### src/rtl/dual_mult_accum.sv
// Per-lane accumulate/bias/requantize stage behind dsp_dual_mult.
// Sums KERNEL_LEN products per lane, rounds, optionally ReLUs, saturates, and holds the result until accepted.
module dual_mult_accum #(
  parameter int KERNEL_LEN = 9,
  parameter int ACC_W      = 32,
  parameter int SHIFT      = 8,
  parameter int OUT_W      = 8
) (
  input  logic                    clk,
  input  logic                    rst,
  input  logic signed [15:0]      ac,
  input  logic signed [15:0]      bc,
  input  logic                    valid_in,
  output logic                    in_ready,
  input  logic signed [ACC_W-1:0] bias_a,
  input  logic signed [ACC_W-1:0] bias_b,
  input  logic                    relu_en,
  output logic signed [OUT_W-1:0] out_a,
  output logic signed [OUT_W-1:0] out_b,
  output logic                    valid_out,
  input  logic                    out_ready,
  output logic                    drop_err
);

  localparam int CNT_W  = (KERNEL_LEN > 1) ? $clog2(KERNEL_LEN) : 1;
  localparam int RND_SH = (SHIFT > 0) ? (SHIFT - 1) : 0;

  localparam logic [CNT_W-1:0]        CNT_LAST = CNT_W'(KERNEL_LEN - 1);
  localparam logic signed [ACC_W-1:0] RND      = (SHIFT > 0) ? (ACC_W'(1) << RND_SH) : '0;
  localparam logic signed [ACC_W-1:0] SAT_HI   = ACC_W'(2 ** (OUT_W - 1) - 1);
  localparam logic signed [ACC_W-1:0] SAT_LO   = ~SAT_HI;

  typedef enum logic [1:0] {
    ACCUM = 2'd0,
    FINAL = 2'd1,
    HOLD  = 2'd2
  } state_t;

  state_t                  state_q, state_d;
  logic [CNT_W-1:0]        count_q, count_d;
  logic signed [ACC_W-1:0] acc_a_q, acc_a_d;
  logic signed [ACC_W-1:0] acc_b_q, acc_b_d;
  logic signed [ACC_W-1:0] bias_a_q, bias_a_d;
  logic signed [ACC_W-1:0] bias_b_q, bias_b_d;
  logic signed [OUT_W-1:0] out_a_q, out_a_d;
  logic signed [OUT_W-1:0] out_b_q, out_b_d;
  logic                    valid_out_q, valid_out_d;
  logic                    in_ready_q, in_ready_d;
  logic                    drop_err_q, drop_err_d;
  logic                    accept;

  function automatic logic signed [ACC_W-1:0] sext16(input logic signed [15:0] p);
    return {{(ACC_W-16){p[15]}}, p};
  endfunction

  // Round-half-up then floor shift; RND is zero when SHIFT is zero, so this degenerates to pass-through.
  function automatic logic signed [ACC_W-1:0] round_shift(input logic signed [ACC_W-1:0] s);
    logic signed [ACC_W-1:0] t;
    t = s + RND;
    return t >>> SHIFT;
  endfunction

  function automatic logic signed [OUT_W-1:0] relu_sat(input logic signed [ACC_W-1:0] r_in,
                                                        input logic relu);
    logic signed [ACC_W-1:0] r;
    r = r_in;
    if (relu && (r < 0)) begin
      r = '0;
    end
    if (r > SAT_HI) begin
      r = SAT_HI;
    end else if (r < SAT_LO) begin
      r = SAT_LO;
    end
    return r[OUT_W-1:0];
  endfunction

  function automatic logic signed [OUT_W-1:0] requant(input logic signed [ACC_W-1:0] acc,
                                                       input logic signed [ACC_W-1:0] bias,
                                                       input logic relu);
    return relu_sat(round_shift(acc + bias), relu);
  endfunction

  assign accept = valid_in && in_ready_q;

  always_comb begin
    state_d     = state_q;
    count_d     = count_q;
    acc_a_d     = acc_a_q;
    acc_b_d     = acc_b_q;
    bias_a_d    = bias_a_q;
    bias_b_d    = bias_b_q;
    out_a_d     = out_a_q;
    out_b_d     = out_b_q;
    valid_out_d = valid_out_q;
    drop_err_d  = drop_err_q;

    if (valid_in && !in_ready_q) begin
      drop_err_d = 1'b1;
    end

    case (state_q)
      ACCUM: begin
        if (accept) begin
          acc_a_d = acc_a_q + sext16(ac);
          acc_b_d = acc_b_q + sext16(bc);
          if (count_q == '0) begin
            bias_a_d = bias_a;
            bias_b_d = bias_b;
          end
          if (count_q == CNT_LAST) begin
            count_d = '0;
            state_d = FINAL;
          end else begin
            count_d = count_q + CNT_W'(1);
          end
        end
      end
      FINAL: begin
        out_a_d     = requant(acc_a_q, bias_a_q, relu_en);
        out_b_d     = requant(acc_b_q, bias_b_q, relu_en);
        valid_out_d = 1'b1;
        acc_a_d     = '0;
        acc_b_d     = '0;
        state_d     = HOLD;
      end
      HOLD: begin
        if (out_ready) begin
          valid_out_d = 1'b0;
          state_d     = ACCUM;
        end
      end
      default: begin
        state_d = ACCUM;
      end
    endcase

    // in_ready is registered; it reads low in reset and rises on the first edge after release.
    in_ready_d = (state_d == ACCUM);
  end

  always_ff @(posedge clk or negedge rst) begin
    if (!rst) begin
      state_q     <= ACCUM;
      count_q     <= '0;
      acc_a_q     <= '0;
      acc_b_q     <= '0;
      bias_a_q    <= '0;
      bias_b_q    <= '0;
      out_a_q     <= '0;
      out_b_q     <= '0;
      valid_out_q <= 1'b0;
      in_ready_q  <= 1'b0;
      drop_err_q  <= 1'b0;
    end else begin
      state_q     <= state_d;
      count_q     <= count_d;
      acc_a_q     <= acc_a_d;
      acc_b_q     <= acc_b_d;
      bias_a_q    <= bias_a_d;
      bias_b_q    <= bias_b_d;
      out_a_q     <= out_a_d;
      out_b_q     <= out_b_d;
      valid_out_q <= valid_out_d;
      in_ready_q  <= in_ready_d;
      drop_err_q  <= drop_err_d;
    end
  end

  assign in_ready  = in_ready_q;
  assign out_a     = out_a_q;
  assign out_b     = out_b_q;
  assign valid_out = valid_out_q;
  assign drop_err  = drop_err_q;

endmodule
### config.mk
export PLATFORM = sky130hd
export DESIGN_NAME = dual_mult_accum
export DESIGN_NICKNAME = d
export VERILOG_FILES = /design/src/rtl/dual_mult_accum.sv
export SDC_FILE = /design/constraint.sdc
export NUM_CORES = 1
export LEC_CHECK = 0
export BUFFER_PORTS_ARGS = -buffer_cell sky130_fd_sc_hd__buf_2
export CAP_MARGIN = 10
export CORE_ASPECT_RATIO = 0.7
export CORE_MARGIN = 1
export CORE_UTILIZATION = 35
export CTS_CLUSTER_DIAMETER = 60
export CTS_CLUSTER_SIZE = 40
export DETAILED_ROUTE_END_ITERATION = 10
export PLACE_DENSITY_LB_ADDON = 0.15
export SYNTH_ARGS = -nofsm -noshare
export SYNTH_HDL_FRONTEND = slang
export SYNTH_SLANG_ARGS = --single-unit
### constraint.sdc
create_clock -name clk -period 4.2 [get_ports clk]
set_clock_uncertainty 0.1 [all_clocks]
set_input_delay 0.42 -clock clk [delete_from_list [all_inputs] [get_ports clk]]
set_output_delay 0.42 -clock clk [all_outputs]
set_load 0.01 [all_outputs]
---- Yosys cells after proc, flatten, opt, wreduce, memory -nomap -nowiden ----
Index checks and enable logic that the tools add are counted.
W data, S select, Z words.
storage, ports and cells
  register bits ........................... 153
  output and inout port bits .............. 19
cells by class
  add/sub/neg operators ................... 7
  $lt $le $gt $ge ......................... 6
  equal/unequal tests ..................... 5
  muxes and demuxes ....................... 19
  reduce and logical (&&, ||, !) cells .... 14
operators with widths
  kind                     number
  $mux W32                 6
  $pmux W32 S2             2
  $add A32 B16 Y32         2
  $add A32 B32 Y32         2
  $add A32 B9 Y32 const B  2
  $gt A32 B8 Y1 const B    2
  $lt A32 B8 Y1 const B    2
  $lt A24 B1 Y1 const B    2
  $mux W8                  4
  $mux W2                  3
  $pmux W2 S3              1
  $reduce_and A2 Y1        3
  $add A4 B1 Y4 const B    1
  $eq A4 B4 Y1 const B     1
  $logic_and A1 B1 Y1      4
  $logic_not A2 Y1         2
  $logic_not A4 Y1         1
  $mux W4                  1
  $ne A2 B2 Y1 const B     2
  $reduce_bool A2 Y1       2
  $reduce_and A3 Y1        1
  $eq A2 B1 Y1 const B     1
  $eq A2 B2 Y1 const B     1
  $pmux W1 S2              1
  other kinds (2)          2

---- Longest topological paths before layout ----
Gate-level depths: netlist of run 1.
  depth after elaboration ................. 9
  gate-level depth with buffers ........... 15
  gate-level depth less buffers ........... 15

---- Worst setup path after synthesis of run 1 ----
OpenSTA, ideal clock, no wires.
  kind .................................... register to register
  start point ............................. register acc_b_q[2]
  end point ............................... register out_b_q[0], in the netlist out_b[0]
  arrival ................................. 3.382 ns
  data required time ...................... 3.963 ns
  path slack .............................. 0.581 ns
  stages on the path, launching flop included .. 14
  buffers on the path ..................... 0
  clock period less this slack ............ 3.619 ns
  cells stage by stage .................... dfrtp_1 ha_1 ha_1 a41o_1 a211oi_2 o22ai_2 a2111oi_4 nor2_1 a221oi_2 xor2_1 o311ai_1 or4_4 o31ai_4 a21oi_1
between the ends
  longest elaborated chain between the ends .. 9
  elaborated cells on any way between the ends .. 10
  those cells by class .................... add/sub: 2; order compare: 3; mux: 4; reduce/logical: 1
RTL lines
  element                 line  RTL
  start, declared         42    logic signed [ACC_W-1:0] acc_b_q, acc_b_d;
  start signal, assigned  147   acc_b_q <= '0;
  start signal, assigned  159   acc_b_q <= acc_b_d;
  $add A32 B32 Y32 *      81    return relu_sat(round_shift(acc + bias), relu);
  $add A32 B9 Y32 *       59    t = s + RND;
  $lt A24 B1 Y1           67    if (relu && (r < 0)) begin
  $logic_and A1 B1 Y1     67
  $mux W32 *              67
  $mux W32 *              102   case (state_q)
  $lt A32 B8 Y1           72    end else if (r < SAT_LO) begin
  $mux W8                 72
  $mux W8 *               70    if (r > SAT_HI) begin
  end signal, assigned    163   out_b_q <= out_b_d;
  end, declared           46    logic signed [OUT_W-1:0] out_b_q, out_b_d;
Every way passes the cells marked *; elsewhere a longest branch is shown, timed or not. The select of a mux whose other input is x is not followed.
A chain may end at the register's enable or synchronous reset.

---- Worst setup path after layout of run 1 ----
  start point ............................. register bias_b_q[2]
  end point ............................... register out_b_q[2], in the netlist out_b[2]
between the ends
  longest elaborated chain between the ends .. 9
  elaborated cells on any way between the ends .. 10
  those cells by class .................... add/sub: 2; order compare: 3; mux: 4; reduce/logical: 1
RTL lines
  element                 line  RTL
  start, declared         44    logic signed [ACC_W-1:0] bias_b_q, bias_b_d;
  start signal, assigned  161   bias_b_q <= bias_b_d;
  $add A32 B32 Y32 *      81
  $add A32 B9 Y32 *       59
  $lt A24 B1 Y1           67
  $logic_and A1 B1 Y1     67
  $mux W32 *              67
  $mux W32 *              102
  $lt A32 B8 Y1           72
  $mux W8                 72
  $mux W8 *               70
Marked as above.

==> results.json, run 1 <==
{
  "status": "complete, no violations",
  "regToRegStartpoint": "bias_b_q[2]",
  "die_width_um": 226,
  "h_tree_depth": 4,
  "routed_vias_inst": 5.32,
  "final_cells": 1935,
  "layout_worst_path_cycle_share_pct": 97.7,
  "ff2ff_setup_slack_ns": 0.1,
  "floorplan.initialDensity_pct": 35.5,
  "numCtsBuffers": 17,
  "number_of_distinct_library_cell_variants_in_the_gate_level_netlist_after_synthesis": 75,
  "first_global_vias": 9706,
  "detailedRoute.firstIterationViolations": 687,
  "layout_min_cycle_time_ns": 4.10,
  "synth.avg_cell_area_sq_um": 9.34,
  "power_density_nw_per_um2": 972,
  "place_congestion": 0.883,
  "drc": 0,
  "max-cap-violations": 0,
  "antenna_found_initial": 2,
  "synth-main-ff-cell": "dfrtp_1",
  "worst_setup_hold_path_clk_slew_ns": 0.06,
  "layout.nets": 1734,
  "wl_per_cell_um": 17.3,
  "detailed_place_hpwl_um": 25400,
  "grt_first_pass_wirelength_um": 54000,
  "ff2ff_path_depth": 14,
  "cts_tree": "built",
  "design.portCount": 120,
  "whs_ns": 0.0799,
  "num_rows": 57,
  "crit_fanout": 7,
  "final_hold_viol_count": 0,
  "post-layout-total-power_uw": 13900,
  "cp.arrival_ns": 4.34,
  "finalWirelength_um": 33500,
  "global_route.usage.total_pct": 19.2,
  "placement.io_buffers": 119,
  "tightest_slew_ns": 1.01,
  "setup.worst_path.end": "out_b[2]",
  "leakage_uw": 0.00673,
  "synth_edf_count": 0,
  "worst_ir_drop_on_vdd_mv": 0.331,
  "synth.cell_area_sq_um": 12300,
  "chipHeight_um": 159,
  "postSynth.asyncResetShare_pct": 100,
  "pin_count_of_the_biggest_net_entering_global_routing": 90,
  "gr-total-overflow": 0,
  "clk_latency_ns": 0.45,
  "cp_data_required_time_ns": 4.44,
  "synthesis.nets": 1602,
  "worst_hold_startpoint": "bias_b[7]",
  "clk_path_buf_depth": 2,
  "timing.critical_path.from_type": "flop",
  "layout-drive-gt1-share_pct": 19.6,
  "antenna_left": 0,
  "placeableCoreArea_sq_um": 34700,
  "dr.pass1.iters": 5,
  "max_clock_freq_mhz": 244,
  "min-delay-path-class": "primary input to flop",
  "cp-end-kind": "flop",
  "fin_util_pct": 41.3,
  "clock_sink_count": 153,
  "dieArea_sq_um": 35900,
  "ys_ff_latch": 153,
  "number_of_standard_cells_after_synthesis": 1317,
  "area_growth_pct": 16.4,
  "crit_type": "flop to flop",
  "slew_violations": 0,
  "rsz_0062_raised_after_global_routing": "yes",
  "slew_headroom_pct": 32.1,
  "clockRootBuffer": "clkbuf_16",
  "placed_cells_incl_taps": 1894,
  "crit-reg2reg-capture": "out_b[2]",
  "cp-startpoint": "bias_b_q[2]",
  "synth_seq_area_share_pct": 31.1,
  "routed-via-count": 10300,
  "yosys_warnings": 0,
  "finalSetupViolCount": 0
}
[per-stage QoR]
| step | cell area [sq um] | TNS [ns] | worst slack [ns] |
|---|---|---|---|
| 2_1_floorplan | 12300 | 0 | 0.581 |
| 6_report | 14300 | 0 | 0.0956 |
| 4_1_cts | 14200 | 0 | 0.00348 |
| 3_3_place_gp | 13500 | -0.384 | -0.0630 |
| 3_5_place_dp | 13500 | -0.699 | -0.113 |
| 5_1_grt | 14300 | -0.234 | -0.0405 |
[metal layers]
| layer | global-route usage (%) | routed length, um |
|---|---|---|
| met5 | 0 | 0 |
| met4 | 5.01 | 460 |
| met3 | 2.85 | 1210 |
| met2 | 26.0 | 13100 |
| met1 | 30.7 | 18700 |
[worst min-delay path by stage]
| stage | depth (start not counted) | slack, ns | to |
|---|---|---|---|
| after floorplan | 0 | 0.02 | acc_a_q[0] |
| after global placement | 1 | 0.36 | drop_err |
| after detailed placement | 1 | 0.35 | drop_err |
| after CTS | 3 | 0.06 | bias_b_q[7] |
| after global routing | 2 | 0.08 | bias_b_q[15] |
| final | 3 | 0.08 | bias_b_q[7] |
[cells in the mapped netlist (3+ instances only)]
| master | instances | area [sq um] |
|---|---|---|
| o211ai_1 | 9 | 67.6 |
| a211o_1 | 5 | 43.8 |
| nor4b_1 | 4 | 35.0 |
| o22ai_1 | 9 | 56.3 |
| a31oi_1 | 14 | 87.6 |
| nor3_1 | 22 | 110 |
| a41oi_1 | 3 | 26.3 |
| mux2i_1 | 3 | 30.0 |
| a21boi_0 | 3 | 22.5 |
| a2111oi_0 | 4 | 35.0 |
| or3_1 | 7 | 43.8 |
| and3_1 | 15 | 93.8 |
| inv_1 | 35 | 131 |
| o2111ai_1 | 4 | 35.0 |
| o21a_1 | 13 | 97.6 |
| or2_2 | 6 | 37.5 |
| o21bai_1 | 12 | 90.1 |
| a31o_2 | 4 | 35.0 |
| dfrtp_1 | 153 | 3830 |
| xor2_1 | 46 | 403 |
| a21o_1 | 56 | 420 |
| a211oi_1 | 15 | 113 |
| nand2_1 | 68 | 255 |
| nand2b_1 | 12 | 75.1 |
| clkbuf_1 | 29 | 109 |
| mux2_2 | 63 | 709 |
| o31ai_1 | 7 | 52.6 |
| nand3b_1 | 4 | 30.0 |
| nand4b_1 | 3 | 26.3 |
| nand4_1 | 12 | 75.1 |
| ha_1 | 182 | 2280 |
| nand3_1 | 88 | 440 |
| o21ai_0 | 102 | 510 |
| nor3b_1 | 7 | 52.6 |
| buf_1 | 6 | 22.5 |
| and2_1 | 11 | 68.8 |
| a41o_1 | 3 | 30.0 |
| xnor2_1 | 41 | 359 |
| a21oi_1 | 88 | 440 |
| nor4_1 | 5 | 31.3 |
| nor2b_1 | 14 | 87.6 |
| nor2_1 | 84 | 315 |
[critical path, stage by stage (launching register included)]
cell and delay, ns:
dfrtp_1 0.39, ha_1 0.31, ha_1 0.28, a41o_1 0.20, a211oi_2 0.30, o22ai_4 0.15
a2111oi_4 0.40, nor2_2 0.10, a221oi_2 0.31, xor2_2 0.26, o311ai_2 0.18, or4_4 0.55
o31ai_4 0.22, buf_12 0.16, a21oi_1 0.06
[layout by cell type, fill, tap and decap left out, types with 17 or more instances in the layout]
| cell type | n |
|---|---|
| clkbuf_16 | 17 |
| ha_1 | 181 |
| buf_4 | 27 |
| buf_2 | 118 |
| nand2_1 | 68 |
| dfrtp_1 | 153 |
| o21ai_0 | 100 |
| inv_1 | 35 |
| nor2_1 | 83 |
| nor3_1 | 21 |
| xnor2_1 | 41 |
| nand3_1 | 87 |
| mux2_2 | 63 |
| xor2_1 | 45 |
| a21o_1 | 56 |
| a21oi_1 | 82 |
[layout make-up]
cell class                      count  area, sq um
Fill cell                        3520        20300
Inverter                           35          131
Sequential cell                   153         3830
Timing Repair Buffer              148          835
Antenna cell                        1         2.50
Tap cell                          472          591
Clock inverter                     13          121
Clock buffer                       19          443
Multi-Input combinational cell   1094         8370
[registers in the layout (all words and copies together) (netlist names)]
register   count
bias_a_q      32
bias_b_q      32
out_a          8
drop_err       1
valid_out      1
out_b          8
in_ready       1
count_q        4
state_q        2
acc_b_q       32
acc_a_q       32
[logic make-up (layout without fill, tap and decap cells)]
logic type | Yosys count | after routing | synth area share (%)
AOI/OAI and AO/OA | 388 | 388 | 20.7
and+or+nand+nor | 369 | 369 | 15.0
muxes | 66 | 66 | 6.01
xor gates and xnor gates | 87 | 87 | 6.19
other | 0 | 1 | 0
adders and majority gates | 184 | 184 | 18.8
DFF | 153 | 153 | 31.1
buffers and inverters | 70 | 215 | 2.14
[power breakdown]
part / total, uW / switching, uW / internal, uW
sequential: 2790 / 586 / 2200
combinational: 9580 / 5400 / 4180
clock: 1550 / 712 / 834
total: 13900 / 6700 / 7210
[repair_timing]
action / in CTS / in global routing
hold buffers: 1 / 0
endpoints found under the setup margin: 14 / 14
pin swaps: 3 / 14
endpoints found under the hold margin: 74 / 0
resized for setup: 4 / 26
setup buffers: 1 / 6
Power figures use the tool's default switching activity.
==> run 2: changes to the inputs <==
==> constraint.sdc (replaced) <==
create_clock -name clk -period 4.4 [get_ports clk]
set_clock_uncertainty 0.1 [all_clocks]
set_input_delay 0.44 -clock clk [delete_from_list [all_inputs] [get_ports clk]]
set_output_delay 0.44 -clock clk [all_outputs]
set_load 0.01 [all_outputs]
==> results.json, run 2 (same netlist as run 1, synthesis figures left out) <==
{
  "worst_ir_drop_on_vdd_mv": 0.324,
  "clk_path_buf_depth": 2,
  "placement.setup.worst_slack_ns": 0.0397,
  "gr-total-overflow": 0,
  "routed-via-count": 10200,
  "cp_data_required_time_ns": 4.63,
  "power_density_nw_per_um2": 919,
  "totalNegativeSetupSlack_ns": 0,
  "layout_min_cycle_time_ns": 4.26,
  "switchingPower_uw": 6260,
  "num_rows": 57,
  "cp.arrival_ns": 4.49,
  "grt_first_pass_wirelength_um": 53800,
  "placement.io_buffers": 119,
  "cp-end-kind": "flop",
  "crit_fanout": 7,
  "power.clock.fraction_pct": 11.2,
  "detailedRoute.firstIterationViolations": 649,
  "detailed_place_hpwl_um": 24900,
  "antenna_found_initial": 2,
  "p_int_uw": 6740,
  "h_tree_depth": 4,
  "placed_cells_incl_taps": 1885,
  "ff2ff_setup_slack_ns": 0.14,
  "final_hold_viol_count": 1,
  "drc": 0,
  "tightest_slew_ns": 1.14,
  "mostFrequentLayoutCell": "ha_1",
  "finalSetupViolCount": 0,
  "slew_headroom_pct": 23.8,
  "setup_slack_ns": 0.138,
  "min-delay-path-class": "primary input to asynchronous set/reset pin",
  "chipHeight_um": 159,
  "placeableCoreArea_sq_um": 34700,
  "layout_worst_path_cycle_share_pct": 96.9,
  "clk_latency_ns": 0.45,
  "wl_per_cell_um": 17.5,
  "leakage_uw": 0.00665,
  "layout-drive-gt1-share_pct": 17.7,
  "area_growth_pct": 15.0,
  "critPathMaxStageDelay_ns": 0.57,
  "die_width_um": 226,
  "failed_checks": "negative hold slack",
  "path_cells": "ha_1 > ha_1 > a41o_1 > a211oi_2 > o22ai_4 > a2111oi_4 > nor2_2 > a221oi_2 > xor2_2 > o311ai_2 > or4_4 > o31ai_4 > buf_12 > a21oi_1",
  "whs_ns": -0.00607,
  "dieArea_sq_um": 35900,
  "clockRootBuffer": "clkbuf_16",
  "timing.critical_path.from_type": "flop",
  "routed_vias_inst": 5.32,
  "global_route.usage.total_pct": 19.2,
  "timing.critical_path.slowest_stage_cell": "or4_4",
  "share_comb_of_total_power_pct": 68.3,
  "antenna_left": 0,
  "slew_violations": 0,
  "pin_count_of_the_biggest_net_entering_global_routing": 110,
  "swShare_pct": 48.1,
  "status": "complete, but fails checks",
  "max_clock_freq_mhz": 235,
  "design.portCount": 120,
  "first_global_vias": 9572,
  "max-cap-violations": 0,
  "most-common-layout-cells": "ha_1, dfrtp_1, buf_2",
  "finalWirelength_um": 33500,
  "floorplan.initialDensity_pct": 35.5,
  "place_congestion": 0.866,
  "numCtsBuffers": 17,
  "clock_sink_count": 153,
  "layout.nets": 1719,
  "dr.pass1.iters": 5,
  "final_cells": 1922,
  "portion_of_total_power_attributed_to_sequential_cells_pct": 20.5,
  "crit_type": "flop to flop",
  "post-layout-total-power_uw": 13000,
  "cts_tree": "built",
  "top_cell_by_count_worst_path": "ha_1",
  "worst_setup_hold_path_clk_slew_ns": 0.07
}
==> run 2: cell count changes in the layout (fill, tap and decap cells not counted), sizes merged, moves of 2 or more <==
cell | before | now
buf | 147 | 133
clkbuf | 19 | 21
diode | 1 | 3
inv | 37 | 35
==> run 2: final cells by class <==
cell class              instances  area (sq um)
multi-input cells            1094          8290
well taps                     472           591
clock inverters                11          98.8
diodes                          3          7.51
flip-flops and latches        153          3830
clock buffers                  21           460
repair buffers                133           744
fillers                      3540         20500
inverters                      35           131
==> run 2: worst paths after layout <==
path,startpoint,endpoint,cells after the start
min,rst,out_b[2],1
min in group clk,bias_b[7],bias_b_q[7],3
max in group asynchronous,rst,bias_a_q[28],2
max,acc_b_q[2],out_b[6],14
max reg2reg,acc_b_q[2],out_b[6],14
min reg2reg,drop_err,drop_err,1
==> run 2: through the flow <==
| step | cell area [sq um] | utilization [%] |
|---|---|---|
| 2_1_floorplan | 12300 | - |
| 3_3_place_gp | 13500 | 39.0 |
| 3_5_place_dp | 13500 | 39.0 |
| 4_1_cts | 14100 | 40.6 |
| 5_1_grt | 14100 | 40.8 |
| 6_report | 14100 | 40.8 |
==> run 2: power groups by stage <==
stage / registers [uW] / logic, uW / clock network (uW)
finish: 2670 / 8880 / 1460
global route: 2770 / 9990 / 1550
CTS: 2690 / 8710 / 1500
detailed placement: 2710 / 8620 / 0
global placement: 2690 / 8590 / 0
floorplan: 2510 / 6710 / 0
==> run 2: worst max-delay path, delay by kind of cell, from the launching register on <==
family | cells | cell delay [ns]
simple gates | 2 | 0.69
compound gates | 8 | 1.89
flops | 1 | 0.41
xor+xnor | 1 | 0.28
buf+inv | 1 | 0.16
fa+ha+maj | 2 | 0.62
==> run 2: metal layers <==
metal	GRT usage, %	vias up	part of all wire [%]
met2	25.6	194	39
met1	31.1	4814	56
met4	3.90	0	1.0
met3	3.52	20	4.0
met5	0	-	0
li1	-	5188	-
==> run 2: repair_timing <==
action                                  CTS  global route
endpoints found under the setup margin    0            14
hold endpoints to repair                  0             0
hold buffers                              0             0
setup buffers                             0             2
gates resized for setup                   0            10
